--- config.mk ---
export PLATFORM = sky130hd
export DESIGN_NAME = rr_task_scheduler
export DESIGN_NICKNAME = d
export VERILOG_FILES = /design/src/rtl/rr_task_scheduler.sv
export SDC_FILE = /design/constraint.sdc
export NUM_CORES = 1
export LEC_CHECK = 0
export ABC_CLOCK_PERIOD_IN_PS = 3000
export CAP_MARGIN = 15
export CORE_MARGIN = 2
export CORE_UTILIZATION = 40
export DETAILED_ROUTE_END_ITERATION = 8
export PLACE_DENSITY = 0.66
export SYNTH_ARGS = -nofsm -noshare
export SYNTH_HDL_FRONTEND = slang
export SYNTH_SLANG_ARGS = --single-unit
--- constraint.sdc ---
create_clock -name clk -period 3 [get_ports clk]
set_clock_uncertainty 0.15 [all_clocks]
set_input_delay 0.3 -clock clk [delete_from_list [all_inputs] [get_ports clk]]
set_output_delay 0.3 -clock clk [all_outputs]
set_load 0.1 [all_outputs]
--- src/rtl/rr_task_scheduler.sv ---
// -----------------------------------------------------------------------------
// rr_task_scheduler
//
// Round-robin, time-sliced task scheduler running off the 1 Hz tick strobe.
// One ready task at a time is granted a slice of `quantum` ticks (DEF_QUANTUM
// when quantum is 0). The running task is preempted when its slice expires,
// when it yields, or when its ready request drops. The next owner is the first
// ready task found after the last grant, wrapping around, with the last grant
// itself considered last. This lets a sole ready task be re-granted to itself.
//
// Ports
//   clk        in   system clock
//   rst        in   asynchronous reset, active low
//   tick       in   one-cycle 1 Hz strobe
//   ready      in   [NUM_TASKS] per-task ready level
//   yield      in   one-cycle pulse, running task gives up its slice
//   quantum    in   [4] slice length in ticks, 0 selects DEF_QUANTUM
//   task_no    out  [4] running task id, 4'hF when idle
//   timer_left out  [4] ticks left in the current slice, 0 when idle
//   busy       out  high while a task is running
//   ctx_switch out  one-cycle pulse on every grant
// -----------------------------------------------------------------------------
module rr_task_scheduler #(
    parameter int NUM_TASKS   = 4,
    parameter int DEF_QUANTUM = 5
) (
    input  logic                 clk,
    input  logic                 rst,
    input  logic                 tick,
    input  logic [NUM_TASKS-1:0] ready,
    input  logic                 yield,
    input  logic [3:0]           quantum,
    output logic [3:0]           task_no,
    output logic [3:0]           timer_left,
    output logic                 busy,
    output logic                 ctx_switch
);

    localparam logic [3:0] NO_TASK = 4'hF;

    typedef enum logic {
        IDLE = 1'b0,
        RUN  = 1'b1
    } state_t;

    state_t     state;
    logic [3:0] last_grant;

    logic [15:0] rdy16;
    logic        any_ready;
    logic [3:0]  sel_id;
    logic        sel_found;
    logic [3:0]  load_val;
    logic        end_slice;

    // Zero-extend so the running task id can index without width games.
    assign rdy16     = 16'(ready);
    assign any_ready = |ready;
    assign load_val  = (quantum != 4'd0) ? quantum : 4'(DEF_QUANTUM);

    // Search last_grant+1 .. last_grant+NUM_TASKS (mod NUM_TASKS); the final
    // candidate is last_grant itself. Index math stays below NUM_TASKS, so
    // it never overflows 4 bits.
    always_comb begin
        logic [3:0] idx;
        sel_id    = 4'd0;
        sel_found = 1'b0;
        idx       = 4'd0;
        for (int i = 1; i <= NUM_TASKS; i++) begin
            if (last_grant >= 4'(NUM_TASKS - i))
                idx = last_grant - 4'(NUM_TASKS - i);
            else
                idx = last_grant + 4'(i);
            if (!sel_found && rdy16[idx]) begin
                sel_found = 1'b1;
                sel_id    = idx;
            end
        end
    end

    // Any mix of expiry, yield and lost ready collapses into one switch.
    assign end_slice = (tick && (timer_left == 4'd1)) || yield || !rdy16[task_no];

    always_ff @(posedge clk or negedge rst) begin
        if (!rst) begin
            state      <= IDLE;
            task_no    <= NO_TASK;
            timer_left <= 4'd0;
            busy       <= 1'b0;
            ctx_switch <= 1'b0;
            last_grant <= 4'(NUM_TASKS - 1);
        end else begin
            ctx_switch <= 1'b0;
            case (state)
                IDLE: begin
                    if (any_ready && sel_found) begin
                        state      <= RUN;
                        task_no    <= sel_id;
                        timer_left <= load_val;
                        busy       <= 1'b1;
                        ctx_switch <= 1'b1;
                        last_grant <= sel_id;
                    end
                end
                RUN: begin
                    if (end_slice) begin
                        if (any_ready && sel_found) begin
                            task_no    <= sel_id;
                            timer_left <= load_val;
                            busy       <= 1'b1;
                            ctx_switch <= 1'b1;
                            last_grant <= sel_id;
                        end else begin
                            state      <= IDLE;
                            task_no    <= NO_TASK;
                            timer_left <= 4'd0;
                            busy       <= 1'b0;
                        end
                    end else if (tick) begin
                        // end_slice already covers timer_left==1, so this
                        // never drops below 1.
                        timer_left <= timer_left - 4'd1;
                    end
                end
                default: begin
                    state      <= IDLE;
                    task_no    <= NO_TASK;
                    timer_left <= 4'd0;
                    busy       <= 1'b0;
                end
            endcase
        end
    end

endmodule
==> flow_summary.yaml, run 1 <==
run_status:
  status: "complete, no violations"
place:
  cell_area_placed_um2: 1530
  dpl.hpwl_um: 2400
  replace_congestion: 0.963
  place.detailed.instances: 198
  io_buffers: 21
clocking:
  clk_root_buffer_cell: "clkbuf_4"
  cts_hold_repair.buffers: 0
  cts.clk_slew.worst_paths_ns: 0.10
  clock_sink_count: 15
  total_number_of_h_tree_levels: 1
  tritoncts: "built"
  cts_inserted_buffers: 3
  cts_buffer_depth: 2
  clk_latency_ns: 0.29
grt:
  grt_pass1_wl_um: 5010
  grt_overflow_total: 0
  via_count_of_the_first_global_routing_pass: 1122
  grt_antenna_before_repair: 0
  grtUsageTotal_pct: 18.4
  pin_count_of_the_biggest_net_entering_global_routing: 19
critical_path:
  category_of_the_worst_setup_path_launch_point: "flop"
  setup.reg_to_reg.worst_slack_ns: 0.15
  cp_max_fo: 6
  worst-endpoint-arrival_ns: 2.92
  crit_type: "flop to flop"
  type_of_element_capturing_the_critical_path: "flop"
  crit_required_ns: 3.07
yosys:
  netlist_area_um2: 1280
  synth_nets: 153
  synth_top_cell_by_area: "dfrtp_1"
  synth_edf_count: 0
  synth_sequential_area_ratio_pct: 30.0
  yosysUniqueCellTypes: 44
  synth.top_cells.by_area: "dfrtp_1 18%, dfstp_2 12%, ha_1 9.8%, mux4_2 7.1%, nor2_1 4.1%"
  synth_flop_cell: "dfrtp_1"
  synth-seq-cells: 15
  synthArstFlopShare_pct: 100
  syn-mean-instance-area_um2: 9.74
  postSynthCellCount: 131
  yosys_warnings: 0
  synth_top_cell_area_share_pct: 17.6
timing:
  max-slew-margin-rel_pct: 53.5
  timing.final.crit_period_ns: 2.85
  period_share_pct: 95.1
  maxSlewViolCount: 0
  fin_setup_tns_ns: 0
  hold_violations: 0
  fmax_mhz: 350
  worstMarginPinSlew_ns: 0.696
  setup_viol: 0
  rsz_0062_raised_after_global_routing: "no"
detailed_routing:
  num_vias: 1131
  dr.pass1.iters: 4
  routed_wire_length_per_instance_um: 15.1
  detail_route.drc_violations: 0
  drt_iter0_drc: 71
  vias_per_std_cell: 5.57
  antenna_violation_net_count_after_detailed_routing: 0
  totalWireLength_um: 3070
min_path:
  hold_path.class: "input port to async pin"
floorplanning:
  placementRows: 20
  design.core.area_um2: 3050
  start_util_pct: 41.8
  pin_count: 22
  fp.dieW_um: 60.5
  fp.dieArea_um2: 3660
  die-height_um: 60.5
finish:
  finalCoreUtilization_pct: 52.1
  antenna_cells_inserted: 0
  fin_nets: 182
  post_layout_nonfiller_instances: 203
  layout_area_growth_over_synthesis_pct: 24.7
  stdcell_area_um2: 1590
  drive_gt1_share_pct: 25.8
job:
  max-cap-violations: 0
worst max-delay path, stage by stage, from the launching register on:
cell and delay (ns):
dfstp_2 0.54, inv_1 0.11, buf_4 0.18, ha_1 0.29
inv_1 0.04, a311o_1 0.33, a221o_1 0.39, o311a_1 0.35
a221oi_2 0.32, nor2_1 0.08
final timing paths:
kind | cells past startpoint | end | from
setup / recovery | 9 | last_grant[1] | last_grant[1]
hold / removal | 1 | timer_left[1] | rst
setup reg to reg | 9 | last_grant[1] | last_grant[1]
hold reg to reg | 2 | task_no[1] | task_no[1]
max in group asynchronous | 1 | last_grant[3] | rst
min in group clk | 2 | task_no[1] | task_no[1]
cell usage in the layout, fill, tap and decap left out, types with 2 or more instances in the layout:
| master | instances |
|---|---|
| buf_4 | 16 |
| clkbuf_4 | 3 |
| nor3_1 | 4 |
| a211o_1 | 2 |
| dfstp_2 | 6 |
| o2bb2ai_1 | 3 |
| nand4_1 | 2 |
| dfrtp_1 | 9 |
| inv_1 | 12 |
| mux4_2 | 4 |
| xor2_1 | 2 |
| nand2_1 | 7 |
| xnor2_1 | 2 |
| o21a_1 | 2 |
| nand3_1 | 3 |
| a31oi_1 | 3 |
| nand4b_1 | 2 |
| nor2_1 | 14 |
| mux2i_1 | 3 |
| ha_1 | 9 |
| clkdlybuf4s50_1 | 11 |
| a21oi_1 | 9 |
| o21ai_0 | 5 |
| and3_1 | 3 |
Yosys cell counts, drive strengths merged, types with 3 or more instances:
library cell and count:
nand2 8, o2bb2ai 3, dfstp 6, mux4 4, inv 12, ha 10, dfrtp 9, a21oi 10
a31oi 3, buf 3, nor3 4, nor2 14, mux2i 3, o21ai 5, and3 3, nand3 3
metal layers:
metal	track usage [%]	part of all wire, %
met5	0	0
met4	7.45	2.3
met3	3.41	5.1
met2	31.5	48
met1	22.9	45
timing repair:
item                                    4_1_cts  5_1_grt
resized for setup                             0        2
hold endpoints to repair                      0        0
endpoints found under the setup margin        0        3
setup buffers                                 0        1
logic make-up after synthesis:
family / count (synthesis) / share of synthesized area (%)
multiplexers: 8 / 10.3
XOR/XNOR: 4 / 2.75
flip-flops: 15 / 30.0
AND/OR/NAND/NOR: 42 / 17.9
buffers and inverters: 15 / 5.39
adder cells (fa/ha/maj): 10 / 9.80
AO/OA/AOI/OAI: 37 / 23.8
sequential cells by signal, indices dropped and copies added (netlist names):
| signal | cells |
|---|---|
| timer_left | 4 |
| task_no | 4 |
| last_grant | 4 |
| ctx_switch | 1 |
| busy | 1 |
| state | 1 |
final cells by class:
| class | instances | area, µm² |
|---|---|---|
| well taps | 44 | 55.1 |
| clock buffers | 3 | 22.5 |
| clock inverters | 1 | 7.51 |
| multi-input cells | 101 | 848 |
| flip-flops and latches | 15 | 383 |
| fillers | 301 | 1460 |
| repair buffers | 27 | 230 |
| inverters | 12 | 45.0 |
metrics by stage:
| stage | hold WS (ns) | worst slack [ns] |
|---|---|---|
| 2_1_floorplan | -0.146 | 0.0418 |
| 3_3_place_gp | 0.322 | 0.214 |
| 3_5_place_dp | 0.321 | 0.161 |
| 4_1_cts | 0.289 | 0.134 |
| 5_1_grt | 0.299 | 0.0118 |
| 6_report | 0.271 | 0.146 |
Power of run 1 is not shown: default switching activity piles up to over one toggle a cycle in this logic, so the estimate is an artifact.
==> run 2, diff against run 1 <==
--- a/config.mk
+++ b/config.mk
@@ -8,9 +8,10 @@
 export ABC_CLOCK_PERIOD_IN_PS = 3000
 export CAP_MARGIN = 15
 export CORE_MARGIN = 2
-export CORE_UTILIZATION = 40
+export CORE_UTILIZATION = 47
 export DETAILED_ROUTE_END_ITERATION = 8
-export PLACE_DENSITY = 0.66
+export PLACE_DENSITY = 0.75
 export SYNTH_ARGS = -nofsm -noshare
 export SYNTH_HDL_FRONTEND = slang
 export SYNTH_SLANG_ARGS = --single-unit
+export TNS_END_PERCENT = 30
==> run 2 against run 1 <==
Against the previous run: die area shrank 14%; critical endpoint is now timer_left[0]; setup slack lost 0.069 ns; core utilization grew 11 points; first-iteration DRC count shrank 25%; non-clock buffer count grew 2; critical path type unchanged.
==> flow_summary.yaml, run 2 (same netlist as run 1, synthesis figures left out) <==
critical_path:
  crit_type: "flop to flop"
  crit_required_ns: 3.03
  category_of_the_worst_setup_path_launch_point: "flop"
  slowest_stage: "dfstp_2"
  worst-endpoint-arrival_ns: 2.96
  cp_max_fo: 6
  crit_path_cells: "clkinvlp_4 > buf_6 > ha_1 > inv_1 > a311o_1 > a221oi_2 > a211oi_4 > nand2_4 > o22ai_4 > a211o_1"
  type_of_element_capturing_the_critical_path: "flop"
  critical-path-max-stage-delay_ns: 0.57
finish:
  reg_top3: "last_grant: 4 flops, task_no: 4 flops, timer_left: 4 flops"
  fin_nets: 184
  antenna_cells_inserted: 0
  mostFrequentLayoutCell: "buf_4"
  post_layout_nonfiller_instances: 191
  finalCoreUtilization_pct: 63.3
  stdcell_area_um2: 1600
  drive_gt1_share_pct: 28.0
  layout_area_growth_over_synthesis_pct: 25.2
  layout.cells.most_common_list: "17 x buf_4, 14 x nor2_1, 11 x inv_1, 11 x clkdlybuf4s50_1"
floorplanning:
  pin_count: 22
  fp.dieArea_um2: 3150
  die-height_um: 56.1
  fp.dieW_um: 56.1
  design.core.area_um2: 2520
  placementRows: 18
  start_util_pct: 50.6
detailed_routing:
  detail_route.drc_violations: 0
  antenna_violation_net_count_after_detailed_routing: 0
  totalWireLength_um: 3100
  drt_iter0_drc: 53
  routed_wire_length_per_instance_um: 16.2
  vias_per_std_cell: 5.87
  num_vias: 1122
  dr.pass1.iters: 4
run_status:
  status: "complete, no violations"
timing:
  timing.final.crit_period_ns: 2.92
  hold_violations: 0
  worstMarginPinSlew_ns: 0.635
  setup_viol: 0
  fmax_mhz: 342
  maxSlewViolCount: 0
  fin_setup_tns_ns: 0
  period_share_pct: 97.4
  max-slew-margin-rel_pct: 57.5
grt:
  grtUsageTotal_pct: 20.7
  groute.layer.met3.usage_pct: 3.49
  grt_pass1_wl_um: 5080
  grt_antenna_before_repair: 0
  via_count_of_the_first_global_routing_pass: 1119
  gr-max-usage-layer: "met2"
  pin_count_of_the_biggest_net_entering_global_routing: 19
  grt_overflow_total: 0
  grt_use_met2_pct: 33.6
  use_met1_pct: 26.2
clocking:
  cts_buffer_depth: 2
  cts_inserted_buffers: 3
  tritoncts: "built"
  clock_sink_count: 15
  total_number_of_h_tree_levels: 1
  cts.clk_slew.worst_paths_ns: 0.09
  cts_hold_repair.buffers: 0
  clk_root_buffer_cell: "clkbuf_4"
  clk_latency_ns: 0.29
job:
  max-cap-violations: 0
min_path:
  hold_path.class: "input port to async pin"
place:
  place.detailed.instances: 184
  io_buffers: 21
  replace_congestion: 0.921
  dpl.hpwl_um: 2330
  cell_area_placed_um2: 1510
run 2: per-stage QoR:
stage | hold slack, ns | worst slack [ns]
floorplan | -0.146 | 0.0418
global placement | 0.320 | 0.238
detailed placement | 0.328 | 0.132
CTS | 0.259 | 0.0888
global route | 0.266 | -0.0352
finish | 0.244 | 0.0773
run 2: final timing paths:
kind | from | end | slack (ns) | cells after the start
max in group asynchronous | rst | timer_left[2] | 2.05 | 1
setup reg to reg | last_grant[1] | timer_left[0] | 0.08 | 10
setup / recovery | last_grant[1] | timer_left[0] | 0.08 | 10
min in group clk | task_no[1] | task_no[1] | 0.34 | 2
hold reg to reg | task_no[1] | task_no[1] | 0.34 | 2
hold / removal | rst | ctx_switch | 0.24 | 1
run 2: critical path, delay by kind of cell (launching register included):
family / cells / cell delay [ns]
buffers and inverters: 3 / 0.37
adders and majority gates: 1 / 0.29
AOI/OAI and AO/OA: 5 / 1.32
DFF: 1 / 0.57
and+or+nand+nor: 1 / 0.13
run 2: layer usage:
metal	wire length (µm)	up-vias	share of wire (%)
li1	-	546	-
met1	1250	524	40
met2	1600	44	52
met3	175	8	5.7
met4	70	0	2.3
met5	0	-	0
run 2: repair_timing:
action,CTS,global route
gates resized for setup,0,6
buffers inserted,0,3
setup endpoints to repair,0,2
endpoints found under the hold margin,0,0
run 2: final cells by class:
| class | instances | area (µm²) |
|---|---|---|
| inverter | 12 | 48.8 |
| tap | 30 | 37.5 |
| fill | 237 | 925 |
| multi-input combinational | 101 | 850 |
| clock inverter | 1 | 7.51 |
| clock buffer | 3 | 22.5 |
| sequential | 15 | 383 |
| timing repair buffer | 29 | 249 |
Power of run 2 is left out for the same reason.
==> run 3, diff against run 2 <==
--- a/config.mk
+++ b/config.mk
@@ -7,10 +7,9 @@
 export LEC_CHECK = 0
 export ABC_CLOCK_PERIOD_IN_PS = 3000
 export CAP_MARGIN = 15
-export CORE_MARGIN = 2
-export CORE_UTILIZATION = 47
+export CORE_UTILIZATION = 35
 export DETAILED_ROUTE_END_ITERATION = 8
-export PLACE_DENSITY = 0.75
+export MAX_ROUTING_LAYER = met4
 export SYNTH_ARGS = -nofsm -noshare
 export SYNTH_HDL_FRONTEND = slang
 export SYNTH_SLANG_ARGS = --single-unit
==> run 3 against run 2 <==
Against the previous run: critical path type unchanged; die area grew 24%; critical path depth is the same; non-clock buffer count shrank 1.
==> flow_summary.yaml, run 3 (same netlist as run 1, synthesis figures left out) <==
clocking:
  tritoncts: "built"
  clk_root_buffer_cell: "clkbuf_4"
  cts_inserted_buffers: 3
  cts.clk_slew.worst_paths_ns: 0.08
  cts_buffer_depth: 2
  clock_sink_count: 15
  clk_latency_ns: 0.27
  total_number_of_h_tree_levels: 1
critical_path:
  critical-path-max-stage-delay_ns: 0.53
  cp_max_fo: 6
  crit_path_cells: "inv_1 > buf_4 > ha_1 > inv_1 > a311o_1 > a221oi_2 > a211oi_4 > nand2_4 > o22ai_4 > a211o_1"
  type_of_element_capturing_the_critical_path: "flop"
  worst-endpoint-arrival_ns: 2.87
  slowest_stage: "dfstp_2"
  cp_common_cell: "inv_1"
  crit_type: "flop to flop"
  crit_required_ns: 3.01
  category_of_the_worst_setup_path_launch_point: "flop"
  reg2regPathDepth: 10
finish:
  mostFrequentLayoutCell: "buf_4"
  antenna_cells_inserted: 0
  fin_nets: 183
  reg_top3: "last_grant: 4 flops, task_no: 4 flops, timer_left: 4 flops"
  drive_gt1_share_pct: 25.6
  layout_area_growth_over_synthesis_pct: 24.3
  layout.filler_cells: 357
  layout.cells.most_common_list: "17 x buf_4, 14 x nor2_1, 12 x inv_1"
grt:
  grtUsageTotal_pct: 16.2
  via_count_of_the_first_global_routing_pass: 1057
  grt_pass1_wl_um: 4950
  grt_antenna_before_repair: 0
  pin_count_of_the_biggest_net_entering_global_routing: 19
  grt_overflow_total: 0
floorplanning:
  die-height_um: 62.4
  fp.dieW_um: 62.4
  fp.dieArea_um2: 3890
  pin_count: 22
  start_util_pct: 37.4
  placementRows: 21
  design.core.area_um2: 3420
detailed_routing:
  num_vias: 1103
  detail_route.drc_violations: 0
  antenna_violation_net_count_after_detailed_routing: 0
  drt_iter0_drc: 42
  dr.pass1.iters: 5
  totalWireLength_um: 2920
  routed_wire_length_per_instance_um: 14.2
  vias_per_std_cell: 5.35
timing:
  timing.final.crit_period_ns: 2.86
  rsz_0062_raised_after_global_routing: "no"
  max-slew-margin-rel_pct: 56.6
  hold_violations: 0
  setup_viol: 0
  maxSlewViolCount: 0
  fmax_mhz: 350
  period_share_pct: 95.3
  fin_setup_tns_ns: 0
  worstMarginPinSlew_ns: 0.649
job:
  max-cap-violations: 0
run_status:
  status: "complete, no violations"
place:
  dpl.hpwl_um: 2370
  io_buffers: 21
  replace_congestion: 0.834
min_path:
  hold_path.class: "input port to async pin"
run 3: worst max-delay path: cells and delay by family (launching register included):
kind / cells / cell delay (ns)
AND/OR/NAND/NOR: 1 / 0.15
buffers and inverters: 3 / 0.33
adder cells (fa/ha/maj): 1 / 0.30
flip-flops: 1 / 0.53
AO/OA/AOI/OAI: 5 / 1.29
run 3: worst paths after layout:
check                                    from             to  slack (ns)
worst max-delay path            last_grant[1]  timer_left[0]        0.14
worst min-delay path                      rst  timer_left[1]        0.27
worst max register to register  last_grant[1]  timer_left[0]        0.14
worst min register to register     task_no[0]     task_no[0]        0.34
max in group asynchronous                 rst     ctx_switch        2.01
min in group clk                   task_no[0]     task_no[0]        0.34
run 3: what timing repair did:
action / 4_1_cts / 5_1_grt
endpoints found under the setup margin: 0 / 1
hold buffers: 0 / 0
resized for setup: 0 / 1
setup buffers: 0 / 1
run 3: area by class of cell:
type / instances / area [µm²] / area share, %
Multi-Input combinational cell: 101 / 837 / 52.8
Sequential cell: 15 / 383 / 24.1
Timing Repair Buffer: 28 / 238 / 15.0
Tap cell: 46 / 57.6 / 3.63
Inverter: 12 / 45.0 / 2.84
Clock buffer: 4 / 26.3 / 1.66
run 3: metrics by stage:
| stage | hold slack (ns) | utilization (%) | setup WS, ns | std cells | area (µm²) |
|---|---|---|---|---|---|
| after floorplan | -0.146 | - | 0.0418 | 131 | 1280 |
| after global placement | 0.319 | 45.1 | 0.193 | 201 | 1540 |
| after detailed placement | 0.330 | 45.1 | 0.150 | 201 | 1540 |
| after CTS | 0.283 | 45.9 | 0.132 | 205 | 1570 |
| after global routing | 0.322 | 46.4 | 0.0362 | 206 | 1590 |
| final | 0.268 | 46.4 | 0.141 | 206 | 1590 |
run 3: per-layer routing:
layer | GRT usage, % | vias to the layer above | wire length [µm]
li1 | - | 542 | -
met4 | 5.81 | 0 | 30
met2 | 25.1 | 30 | 1360
met5 | - | - | 0
met1 | 22.4 | 527 | 1410
met3 | 1.28 | 4 | 126
Power of run 3 is left out for the same reason.
